--- src/rtl/wishbone_master.sv ---
// Wishbone B3 initiator: single/incrementing bursts, bounded retry, err abort.
// Optional strobe watchdog enabled by defining WB_MASTER_TIMEOUT_EN.
module wishbone_master #(
  parameter int LEN_W          = 4,
  parameter int MAX_RETRY      = 3,
  parameter int TIMEOUT_CYCLES = 255
) (
  input  logic             clk_i,
  input  logic             reset_n_i,
  input  logic             cmd_valid_i,
  output logic             cmd_ready_o,
  input  logic             cmd_we_i,
  input  logic [31:0]      cmd_adr_i,
  input  logic [LEN_W-1:0] cmd_len_i,
  input  logic [3:0]       cmd_sel_i,
  input  logic [31:0]      wr_data_i,
  input  logic             wr_valid_i,
  output logic             wr_ready_o,
  output logic [31:0]      rd_data_o,
  output logic             rd_valid_o,
  output logic             done_o,
  output logic [1:0]       err_code_o,
  output logic             busy_o,
  output logic             cyc_o,
  output logic             stb_o,
  output logic             we_o,
  output logic [31:0]      adr_o,
  output logic [31:0]      dat_o,
  output logic [3:0]       sel_o,
  output logic [2:0]       cti_o,
  output logic [1:0]       bte_o,
  input  logic [31:0]      dat_i,
  input  logic             ack_i,
  input  logic             err_i,
  input  logic             rty_i
);

  localparam int RW = (MAX_RETRY > 0) ? $clog2(MAX_RETRY + 1) : 1;

  typedef enum logic [2:0] {
    IDLE, FETCH, STROBE, BACKOFF, FINISH
  } state_e;

  state_e           state_q, state_d;
  logic             we_q, we_d;
  logic [31:0]      adr_q, adr_d;
  logic [LEN_W-1:0] len_q, len_d;
  logic [3:0]       sel_q, sel_d;
  logic [LEN_W-1:0] beat_q, beat_d;
  logic [RW-1:0]    retry_q, retry_d;
  logic [31:0]      dat_q, dat_d;
  logic [1:0]       err_q, err_d;
  logic [31:0]      rdat_q, rdat_d;
  logic             rvld_q, rvld_d;
  logic             last;

`ifdef WB_MASTER_TIMEOUT_EN
  localparam int TW = $clog2(TIMEOUT_CYCLES + 1);
  logic [TW-1:0]    to_q, to_d;
`else
  logic unused_to;
  assign unused_to = ^TIMEOUT_CYCLES;
`endif

  assign last = (beat_q == len_q);

  always_comb begin
    state_d     = state_q;
    we_d        = we_q;
    adr_d       = adr_q;
    len_d       = len_q;
    sel_d       = sel_q;
    beat_d      = beat_q;
    retry_d     = retry_q;
    dat_d       = dat_q;
    err_d       = err_q;
    rdat_d      = rdat_q;
    rvld_d      = 1'b0;
    cmd_ready_o = 1'b0;
    wr_ready_o  = 1'b0;
    cyc_o       = 1'b0;
    stb_o       = 1'b0;
    done_o      = 1'b0;
`ifdef WB_MASTER_TIMEOUT_EN
    to_d        = '0;
`endif
    unique case (state_q)
      IDLE: begin
        cmd_ready_o = 1'b1;
        if (cmd_valid_i) begin
          we_d    = cmd_we_i;
          adr_d   = cmd_adr_i & ~32'h3;
          len_d   = cmd_len_i;
          sel_d   = cmd_sel_i;
          beat_d  = '0;
          retry_d = '0;
          err_d   = 2'b00;
          state_d = cmd_we_i ? FETCH : STROBE;
        end
      end
      FETCH: begin
        cyc_o      = 1'b1;
        wr_ready_o = wr_valid_i;
        if (wr_valid_i) begin
          dat_d   = wr_data_i;
          state_d = STROBE;
        end
      end
      STROBE: begin
        cyc_o = 1'b1;
        stb_o = 1'b1;
        if (err_i) begin
          err_d   = 2'b01;
          state_d = FINISH;
        end else if (rty_i) begin
          if (retry_q == RW'(MAX_RETRY)) begin
            err_d   = 2'b10;
            state_d = FINISH;
          end else begin
            retry_d = retry_q + RW'(1);
            state_d = BACKOFF;
          end
        end else if (ack_i) begin
          if (!we_q) begin
            rdat_d = dat_i;
            rvld_d = 1'b1;
          end
          if (last) begin
            state_d = FINISH;
          end else begin
            adr_d   = adr_q + 32'd4;
            beat_d  = beat_q + LEN_W'(1);
            retry_d = '0;
            state_d = we_q ? FETCH : STROBE;
          end
`ifdef WB_MASTER_TIMEOUT_EN
        end else if (to_q == TW'(TIMEOUT_CYCLES - 1)) begin
          err_d   = 2'b11;
          state_d = FINISH;
        end else begin
          to_d = to_q + TW'(1);
`endif
        end
      end
      BACKOFF: begin
        cyc_o   = 1'b1;
        state_d = STROBE;
      end
      FINISH: begin
        done_o  = 1'b1;
        state_d = IDLE;
      end
      default: state_d = IDLE;
    endcase
  end

  always_ff @(posedge clk_i or negedge reset_n_i) begin
    if (!reset_n_i) begin
      state_q <= IDLE;
      we_q    <= 1'b0;
      adr_q   <= '0;
      len_q   <= '0;
      sel_q   <= '0;
      beat_q  <= '0;
      retry_q <= '0;
      dat_q   <= '0;
      err_q   <= '0;
      rdat_q  <= '0;
      rvld_q  <= 1'b0;
    end else begin
      state_q <= state_d;
      we_q    <= we_d;
      adr_q   <= adr_d;
      len_q   <= len_d;
      sel_q   <= sel_d;
      beat_q  <= beat_d;
      retry_q <= retry_d;
      dat_q   <= dat_d;
      err_q   <= err_d;
      rdat_q  <= rdat_d;
      rvld_q  <= rvld_d;
    end
  end

`ifdef WB_MASTER_TIMEOUT_EN
  always_ff @(posedge clk_i or negedge reset_n_i) begin
    if (!reset_n_i) to_q <= '0;
    else            to_q <= to_d;
  end
`endif

  // Single-beat commands are classic cycles; bursts end with 111.
  assign cti_o      = (len_q == '0) ? 3'b000 :
                      (last ? 3'b111 : 3'b010);
  assign bte_o      = 2'b00;
  assign adr_o      = adr_q;
  assign dat_o      = dat_q;
  assign sel_o      = sel_q;
  assign we_o       = we_q;
  assign err_code_o = err_q;
  assign rd_data_o  = rdat_q;
  assign rd_valid_o = rvld_q;
  assign busy_o     = (state_q != IDLE);

endmodule

--- config.mk ---
export PLATFORM = sky130hd
export DESIGN_NAME = wishbone_master
export DESIGN_NICKNAME = d
export VERILOG_FILES = /design/src/rtl/wishbone_master.sv
export SDC_FILE = /design/constraint.sdc
export NUM_CORES = 1
export LEC_CHECK = 0
export BUFFER_PORTS_ARGS = -buffer_cell sky130_fd_sc_hd__clkbuf_2
export CAP_MARGIN = 10
export CORE_MARGIN = 5
export CORE_UTILIZATION = 48
export CTS_BUF_LIST = sky130_fd_sc_hd__clkbuf_16
export DETAILED_ROUTE_END_ITERATION = 7
export PLACE_DENSITY = 0.89
export SETUP_SLACK_MARGIN = 0.02
export SYNTH_ARGS = -nofsm -noshare
export SYNTH_HDL_FRONTEND = slang
export SYNTH_SLANG_ARGS = --single-unit
export TNS_END_PERCENT = 20
--- constraint.sdc ---
create_clock -name clk_i -period 3.4 [get_ports clk_i]
set_clock_uncertainty 0.1 [all_clocks]
set_input_delay 0.17 -clock clk_i [delete_from_list [all_inputs] [get_ports clk_i]]
set_output_delay 0.17 -clock clk_i [all_outputs]
set_load 0.02 [all_outputs]
# Yosys cells after proc, flatten, opt, wreduce, memory -nomap -nowiden
# Cells that the tools add are included.
dict set report totals {
  regBits 117
  latch_bits 0
  ram_bits 0
  mem_bits_ro 0
  inputBits 112
  out_inout_bits 115
  elab_cells 92
  mem_count 0
}
dict set report op_classes {
  addsub 3
  multipliers 0
  div 0
  n_lt_le_gt_ge 0
  n_eq_ne 18
  n_shift 0
  muxes 45
  bitwise_logic 3
  reduce_logical 12
}
# operator count
set ops {}
lappend ops {{32-bit two-way mux} 5}
lappend ops {{32-bit case mux with 2 select lines} 1}
lappend ops {{32-bit by 3-bit adder with 32-bit output (second input constant)} 1}
lappend ops {{3-bit two-way mux} 9}
lappend ops {{2-bit two-way mux} 11}
lappend ops {{4-bit two-way mux} 5}
lappend ops {{3-bit inequality test (second input constant)} 5}
lappend ops {{2-bit inequality test (second input constant)} 6}
lappend ops {{3-bit case mux with 4 select lines} 1}
lappend ops {{6-bit AND reduction} 2}
lappend ops {{1-bit two-way mux} 10}
lappend ops {{2-bit case mux with 2 select lines} 2}
lappend ops {{4-bit case mux with 2 select lines} 1}
lappend ops {{3-bit by 2-bit equality test with 1-bit output (second input constant)} 2}
lappend ops {{5-bit AND reduction} 1}
lappend ops {{4-bit by 1-bit adder with 4-bit output (second input constant)} 1}
lappend ops {{4-bit equality test} 1}
lappend ops {{4-bit zero test} 1}
lappend ops {{4-bit inequality test (second input constant)} 1}
lappend ops {{2-bit AND reduction} 2}
lappend ops {{4-bit AND reduction} 1}
lappend ops {{3-bit by 1-bit equality test with 1-bit output (second input constant)} 1}
lappend ops {{3-bit equality test (second input constant)} 1}
lappend ops {{3-bit zero test} 1}
lappend ops {{other kinds (7)} 9}

# Longest topological paths before layout
# Gate-level depths: netlist of the first run.
dict set report depth {
  ltp_word 6
  mapped_depth 9
  mapped_depth_nobuf 7
}

# Worst setup path before layout of the first run
# Ideal clock, no wire load.
dict set report synth_path {
  kind {register to register}
  from {reg state_q[1]}
  to {reg adr_q[28], in the netlist adr_o[28]}
  setup_ps 121
  arrival_time_ps 2144
  t_required_ps 3179
  path_slack_ps 1035
  path_stages_with_launch 8
  path_buffers 3
  period_less_slack_ps 2365
  path_cell_list {dfrtp_1 > buf_2 > nor3_1 > and2_1 > o221ai_1 > buf_2 > buf_1 > o22a_1}
}
dict set report synth_between {
  elab_chain_cells 3
  word_cells_on_any_way 10
  cone_classes {eq/ne (6); mux (1); reduce/logical (3)}
}
# item line
set synth_lines {}
lappend synth_lines {{start, declared} 44} ;# state_e state_q, state_d;
lappend synth_lines {{start signal, assigned} 171} ;# state_q <= state_d;
lappend synth_lines {{3-bit by 2-bit equality test with 1-bit output / 3-bit zero test (equally long branches)} 87} ;# unique case (state_q)
lappend synth_lines {{2-bit inequality test (no line) / 2-bit nonzero test (equally long branches)} -}
lappend synth_lines {{6-bit AND reduction (no line)} -}
lappend synth_lines {{end signal, assigned} 173} ;# adr_q <= adr_d;
lappend synth_lines {{end, declared} 46} ;# logic [31:0] adr_q, adr_d;
# Several ways; a longest one is shown, not always the timed one.
# A chain may end at the register's enable or synchronous reset.

# Final worst setup path of the first run
dict set report layout_path {
  from {reg state_q[0]}
  to {out stb_o}
}
dict set report layout_between {
  elab_chain_cells 2
}
# item line
set layout_lines {}
lappend layout_lines {{3-bit by 2-bit equality test with 1-bit output} 87}
lappend layout_lines {{1-bit two-way mux} 87}
lappend layout_lines {{end, declared} 25} ;# output logic stb_o,
# No other way between the ends.

==> metrics list, run 1 <==
* Pleak: 3.91 nW
- Period utilisation layout: 83.4%
- Detailed placement ended at an HPWL of 11.1 mm.
* Peak ir drop on the vdd network: 0.651 mV
- Register-to-register path setup slack: 0.60 ns
- Count of buffers added by post-CTS timing repair for setup: 0
- The tightest min-delay check is of the primary input to register type.
* Worst hold slack across all endpoints: 0.0109 ns
- At the end of routability-driven placement, the weighted congestion stood at 0.902.
* Number of antenna violations at the first check in global routing: 0
- For this configuration, the core starts out at a cell density of 49.4%.
* Metal3 WL: 1.23 mm
* Final-report max-slew violation count: 0
* Die X: 116 µm
- At the pin with the least slew margin, the transition time is 0.794 ns.
- The clock network burns 23.4% of the power.
* Global-route wire length before repair: 29.6 mm
- WP data arrival: 2.56 ns
- A synthesized cell averages 10.9 µm².
* Clock-pin slew on the worst setup and hold paths: 0.06 ns
- Setup violations remaining at the end of the flow were counted as 0.
- Path depth of the worst reg2reg path: 6
* Sequential element share of the synthesized area: 53.3%
* Proportion of power drawn by flip-flops and latches: 32.5%
- Number of enable flip-flop cells after synthesis: 0
- Via density per instance: 5.69
- Max-cap check violation count: 0
- Clk buf depth: 2
- The floorplan step defined a core boundary enclosing 10900 µm².
* CP Data Required Time: 3.13 ns
- Summing over every cut layer, the via total after detailed routing is 5457.
- The synthesized netlist contains 56 unique library cells.
* Fraction of power spent switching nets: 43.2%
- Combinational logic burns 44.2% of the power.
- Cell type contributing the most total cell area after synthesis: sky130_fd_sc_hd__dfrtp_1
- Derived from the worst setup path, the maximum achievable clock frequency is 353 MHz.
* Top FF cell, synth: sky130_fd_sc_hd__dfrtp_1
* Power per Cell Area: 990 nW/µm²
- Rel. slew slack: 47.1%
* Die Span Y: 116 µm
- The cell sitting at the root of the clock tree is a sky130_fd_sc_hd__clkbuf_16.
* Number of I/O port buffers: 220
- Clock latency reported for the late side of the worst-skew pair: 0.41 ns
* Internal portion of total power: 4.59 mW
* Number of remaining DRC errors: 0
* Async set-reset flop share out of synthesis: 100%
- Kind of capture point of the worst setup path: output port
* Post-Syn Area: 5400 µm²
- Min Clock Period, post-route: 2.83 ns
- The area growth from synthesis to layout is 51.1%.
* Number of nets with antenna violations after routing: 0
- Row count: 38
* DRT met1 WL: 6.49 mm
- Startpoint type of the worst setup path: register
- Summed over all nets, the switching power comes to 3.49 mW.
* Fraction of layout instances using a drive strength above 1: 40.2%
- Maximum number of pins on one net before global-route repair: 63
* Total length of routed wires: 19.1 mm
* GR Util All Layers: 28.8%
* Final total negative setup slack: 0 ns
- The share of synthesized area in the top cell type comes to 53.3%.
- Wire length on met2: 10.3 mm
- The number of endpoints with negative hold slack in the final report was 0.
- Synthesis produced a netlist whose cell count is 496.
- Average wire per cell in the routed design: 19.9 µm
- Total I/O pin count: 227
- Run status: finished clean
- Flop and latch count out of synthesis: 115
- The number of global-route vias before repair is 5643.
- Critical path start-end classification: register to output port
- Count of cells along the worst hold path: 3
- Maximum fanout along the worst path: 39
- Counting the buffers created by CTS gives 17.
- For this run the aggregate overflow at the end of global routing stands at 0.
- Final net count: 920
- DRC violation total after the first TritonRoute iteration: 511
* Detailed-router iteration count before antenna repair: 5
- TritonCTS Sinks: 115
- Yosys printed 0 warnings.
- Deepest level of the CTS H-tree: 4
- The floorplan step defined a die boundary enclosing 13500 µm².
* Highest routing layer actually used: met4
* Setup repair after global routing missed its margin: false
- Yosys attributes the largest share of cell area to sky130_fd_sc_hd__dfrtp_1 (53%), sky130_fd_sc_hd__mux2_2 (14%), sky130_fd_sc_hd__nand2_1 (3.5%), sky130_fd_sc_hd__a21oi_1 (3.3%), sky130_fd_sc_hd__nor2_1 (2.4%).
* Clock tree from TritonCTS: done
path summary, 6_finish.rpt:
kind | startpoint | endpoint
worst max-delay path | state_q[0] | stb_o
worst min-delay path | cmd_adr_i[2] | adr_o[2]
worst max register to register | state_q[1] | adr_o[27]
worst min register to register | rd_data_o[20] | rd_data_o[20]
max in group asynchronous | reset_n_i | dat_o[13]
min in group asynchronous | reset_n_i | rd_data_o[26]
critical path, cell delays in order, from the launching register on:
cell,delay (ns)
sky130_fd_sc_hd__dfrtp_1,0.47
sky130_fd_sc_hd__nor2_1,0.16
sky130_fd_sc_hd__nand2_1,0.19
sky130_fd_sc_hd__buf_4,0.30
sky130_fd_sc_hd__clkinv_1,0.07
sky130_fd_sc_hd__buf_4,0.37
sky130_fd_sc_hd__buf_4,0.34
sky130_fd_sc_hd__clkbuf_2,0.22
kinds of logic after synthesis:
family | after synthesis | synth area share, %
xor gates and xnor gates | 4 | 0.649
buffers and inverters | 41 | 3.73
adders and majority gates | 3 | 0.695
and+or+nand+nor | 151 | 13.8
AOI/OAI and AO/OA | 111 | 13.3
DFF | 115 | 53.3
other | 1 | 0.0694
muxes | 70 | 14.5
metrics by stage:
stage | area, µm² | cells | utilization [%] | worst slack [ns] | power, mW
2_1_floorplan | 5410 | 499 | - | 1.03 | 4.74
5_1_grt | 8160 | 958 | 74.6 | 0.404 | 8.49
4_1_cts | 8160 | 958 | 74.6 | 0.627 | 7.94
6_report | 8160 | 959 | 74.6 | 0.566 | 8.08
3_3_place_gp | 6610 | 833 | 60.4 | 0.772 | 5.77
3_5_place_dp | 6610 | 833 | 60.4 | 0.721 | 5.93
cells in the mapped netlist, types with 3 or more instances:
| library cell | n |
|---|---|
| sky130_fd_sc_hd__xnor2_1 | 4 |
| sky130_fd_sc_hd__and2_1 | 4 |
| sky130_fd_sc_hd__and3_1 | 8 |
| sky130_fd_sc_hd__or4_1 | 4 |
| sky130_fd_sc_hd__a41oi_1 | 3 |
| sky130_fd_sc_hd__ha_1 | 3 |
| sky130_fd_sc_hd__o22a_1 | 11 |
| sky130_fd_sc_hd__mux2i_1 | 3 |
| sky130_fd_sc_hd__nor3_1 | 7 |
| sky130_fd_sc_hd__buf_4 | 5 |
| sky130_fd_sc_hd__buf_6 | 3 |
| sky130_fd_sc_hd__clkbuf_1 | 20 |
| sky130_fd_sc_hd__nor4_1 | 4 |
| sky130_fd_sc_hd__o21ai_0 | 22 |
| sky130_fd_sc_hd__buf_2 | 5 |
| sky130_fd_sc_hd__dfrtp_1 | 115 |
| sky130_fd_sc_hd__o22ai_1 | 6 |
| sky130_fd_sc_hd__nor2_1 | 34 |
| sky130_fd_sc_hd__a2bb2oi_1 | 9 |
| sky130_fd_sc_hd__inv_1 | 5 |
| sky130_fd_sc_hd__nand2_1 | 51 |
| sky130_fd_sc_hd__nand3_1 | 19 |
| sky130_fd_sc_hd__a21oi_1 | 36 |
| sky130_fd_sc_hd__a31oi_1 | 6 |
| sky130_fd_sc_hd__nand4_1 | 9 |
| sky130_fd_sc_hd__mux2_2 | 65 |
cell usage in the layout (no fill, tap or decap), drive strengths merged, types with 2 or more instances in the layout:
cell and instances:
a21oi 36, a2bb2oi 9, a31oi 6, a32oi 2
a41oi 3, and2 4, and3 8, buf 10
bufinv 4, clkbuf 236, clkinv 5, clkinvlp 3
conb 4, dfrtp 115, dlygate4sd3 93, ha 3
inv 9, mux2 67, mux2i 3, nand2 51
nand3 19, nand4 9, nor2 34, nor3 7
nor3b 2, nor4 5, o21ai 23, o22a 11
o22ai 6, o32ai 2, or3 2, or4 4
or4b 2, xnor2 4
area by class of cell:
cell class,instances,area (µm²)
diodes,1,2.50
clock buffers,17,425
clock inverters,15,190
fillers,662,2780
inverters,6,22.5
multi-input cells,343,2350
flip-flops and latches,115,2880
well taps,140,175
repair buffers,322,2110
power groups by stage:
stage	registers [mW]	clock network, mW	logic [mW]
6_report	2.62	1.89	3.57
5_1_grt	2.70	1.97	3.82
4_1_cts	2.56	1.89	3.49
3_5_place_dp	2.57	0	3.36
3_3_place_gp	2.51	0	3.26
2_1_floorplan	3.15	0	1.59
registers in the layout (all words and copies together), names as in the netlist:
| name | count |
|---|---|
| rd_valid_o | 1 |
| beat_q | 4 |
| adr_o | 30 |
| state_q | 3 |
| retry_q | 2 |
| rd_data_o | 32 |
| we_o | 1 |
| len_q | 4 |
| err_code_o | 2 |
| sel_o | 4 |
| dat_o | 32 |
repair_timing:
action	CTS	global route
gates resized for setup	0	0
endpoints found under the hold margin	145	0
hold buffers	93	0
routing by layer:
| metal | GRT usage, % | vias up |
|---|---|---|
| met5 | 0 | - |
| met3 | 6.32 | 85 |
| met2 | 51.7 | 317 |
| met4 | 18.0 | 0 |
| met1 | 30.4 | 2625 |
| li1 | - | 2430 |
Note: power is estimated with default switching activity, not from simulation.
==> run 2, diff against run 1 <==
Clock period 3.4 ns to 2.7 ns, I/O delays scaled along.
==> metrics list, run 2 (synthesis gave the netlist of run 1 again) <==
* Deepest level of the CTS H-tree: 4 (unchanged)
* Power per Cell Area: 1250 nW/µm² (+26%)
- The initial standard-cell utilization of the core came to 49.4% (unchanged).
- Clock tree from TritonCTS: done
* Worst reg2reg startpoint: state_q[0]
* Number of CTS-inserted buffers: 17 (unchanged)
- The initial antenna violation count came to 0 (unchanged).
- The worst path required time came to 2.47 ns (-0.66 ns).
* Kind of capture point of the worst setup path: output port
* Pre-CTS setup slack: 0.230 ns (-0.491 ns)
- The total met3 wirelength after detailed routing came to 1.35 mm (+9.6%).
- DRC violation total after the first TritonRoute iteration: 468 (-8.4%)
* Placed Area: 6670 µm² (+0.95%)
* Wire length on met2: 11.0 mm (+7.3%)
* Final net count: 932 (+1.3%)
- Highest routing layer actually used: met4
* Maximum fanout along the worst path: 55 (+41%)
* Run status: finished clean
- Total Die Area: 13500 µm² (unchanged)
* Flip-flop and latch area: 2880 µm² (unchanged)
- Non-Filler Cell Area, Final: 8280 µm² (+1.5%)
* Root buffer selected by CTS: sky130_fd_sc_hd__clkbuf_16
* Critical path start-end classification: register to output port
* DRT met1 WL: 6.77 mm (+4.4%)
- Vias in the first global route: 6038 (+7.0%)
* Fin util: 75.7% (+1.1 points)
- The clock latency on the worst-skew pair was 0.42 ns (about the same).
* WP data arrival: 2.27 ns (-0.29 ns)
- The number of endpoints with negative hold slack in the final report is 0 (unchanged).
- The actual slew at the worst max-slew pin came to 0.659 ns (-0.135 ns).
- The tightest min-delay check is of the primary input to register type.
- Via density per instance: 5.83 (+2.4%)
- The worst path in the final design needs a cycle of 2.50 ns, including I/O delays and setup.
- Weighted congestion at the end of routability-driven global placement: 0.870 (-3.5%)
- The clock-pin slew on the worst setup and hold paths came to 0.06 ns (about the same).
- Based on the critical path, the design can be clocked at up to 399 MHz.
- Count of buffers added by post-CTS timing repair for setup: 0 (unchanged)
* Reg2Reg Capture Point: rd_data_o[27]
- The number of cell rows came to 38 (unchanged).
* Number of vias after detailed routing: 5653 (+3.6%)
* Worst Setup Slack, final: 0.197 ns (-0.369 ns)
- Startpoint type of the worst setup path: register
- GR Util All Layers: 30.7% (+1.9 points)
- Diode count: 0 (-1)
- The number of optimization iterations in the first detailed-route pass was 5 (unchanged).
- Number of I/O port buffers: 220 (unchanged)
- Footprint of the multi-input gates: 2380 µm² (+1.2%)
* Die X: 116 µm (unchanged)
* Number of instances in the placed design: 838 (+0.60%)
- Fraction of layout instances using a drive strength above 1: 40.5% (+0.26 points)
- The leakage power summed over all cells is 3.96 nW (+1.1%).
- Total length of routed wires: 20.5 mm (+7.4%)
- The largest net degree at the start of global routing came to 68 (+7.9%).
- The die boundary height came to 116 µm (unchanged).
- TritonCTS Sinks: 115 (unchanged)
- The hold slack came to 0.0314 ns (+0.0206 ns).
* Area added between synthesis and finish: 53.4%
- The max-slew headroom at the worst pin is 56.1% (+9.0 points).
- The number of design rule violations left after detail routing is 0 (unchanged).
- Average wire per cell in the routed design: 21.1 µm (+6.2%)
* Number of nets with antenna violations after routing: 0 (unchanged)
- # fillers: 656 (-0.91%)
- Register-to-register path setup slack: 0.21 ns (-0.39 ns)
* DP Wirelength: 11.6 mm (+4.4%)
- Most common cell after layout, fill and taps aside: sky130_fd_sc_hd__clkbuf_2
- The first-pass GRT wire length is 31.4 mm (+6.2%).
- Area inside the core boundary: 10900 µm² (unchanged)
* Count of final setup violators: 0 (unchanged)
- Final total negative setup slack: 0 ns (unchanged)
- The largest buffer count on any clock path was 2 (unchanged).
* Non-Filler Instances: 970 (+1.1%)
- Tot Pwr: 10.3 mW (+28%)
- Setup repair after global routing missed its margin: false
- The number of max-capacitance violations reported was 0 (unchanged).
- Total I/O pin count: 227 (unchanged)
* Critical path endpoint: stb_o
- Final-report max-slew violation count: 0 (unchanged)
* Peak ir drop on the vdd network: 0.801 mV (+23%)
- Period utilisation layout: 92.7%
- The library cells used most frequently in the layout, excluding fill and tap cells, are sky130_fd_sc_hd__clkbuf_2 (219), sky130_fd_sc_hd__dfrtp_1 (115), sky130_fd_sc_hd__dlygate4sd3_1 (99).
* Global-route congestion overflow total: 0 (unchanged)
- Worst setup path start: state_q[0]
* Path depth of the worst reg2reg path: 5 (-1)
[run 2: power breakdown]
part | leakage (nW) | internal, mW | total, mW | switching (mW)
Combinational | 2.27 | 1.80 | 4.70 | 2.90
Sequential | 1.40 | 2.53 | 3.34 | 0.815
Clock | 0.285 | 1.44 | 2.28 | 0.842
Total | 3.96 | 5.77 | 10.3 | 4.55
[run 2: critical path, stage by stage (launching register included)]
cell                       delay (ns)
sky130_fd_sc_hd__dfrtp_1         0.54
sky130_fd_sc_hd__nor2_1          0.09
sky130_fd_sc_hd__nand2_1         0.34
sky130_fd_sc_hd__clkinv_1        0.37
sky130_fd_sc_hd__buf_12          0.29
sky130_fd_sc_hd__clkbuf_2        0.19
[run 2: how the worst min path moves through the flow]
stage,start,to,slack [ns],cells past startpoint
floorplan,reset_n_i,adr_o[10],-0.26,0
detailed placement,reset_n_i,rd_data_o[29],0.1,1
global placement,reset_n_i,rd_data_o[29],0.08,1
finish,cmd_adr_i[18],adr_o[18],0.03,3
CTS,cmd_adr_i[29],adr_o[29],0.02,4
global route,cmd_adr_i[18],adr_o[18],0.04,3
[run 2: layout make-up]
| type | count | share of cell area [%] |
|---|---|---|
| tap | 140 | 2.11 |
| sequential | 115 | 34.7 |
| timing repair buffer | 333 | 27.0 |
| inverter | 6 | 0.272 |
| clock inverter | 15 | 2.02 |
| multi-input combinational | 344 | 28.7 |
| clock buffer | 17 | 5.14 |
[run 2: per-layer routing]
metal,vias up,track usage (%)
li1,2455,-
met1,2722,31.2
met2,363,55.6
met3,113,7.42
met4,0,20.3
met5,-,0
[run 2: timing repair]
item,4_1_cts,5_1_grt
gates resized for setup,0,2
setup endpoints to repair,0,6
hold buffers,99,0
hold endpoints to repair,146,0
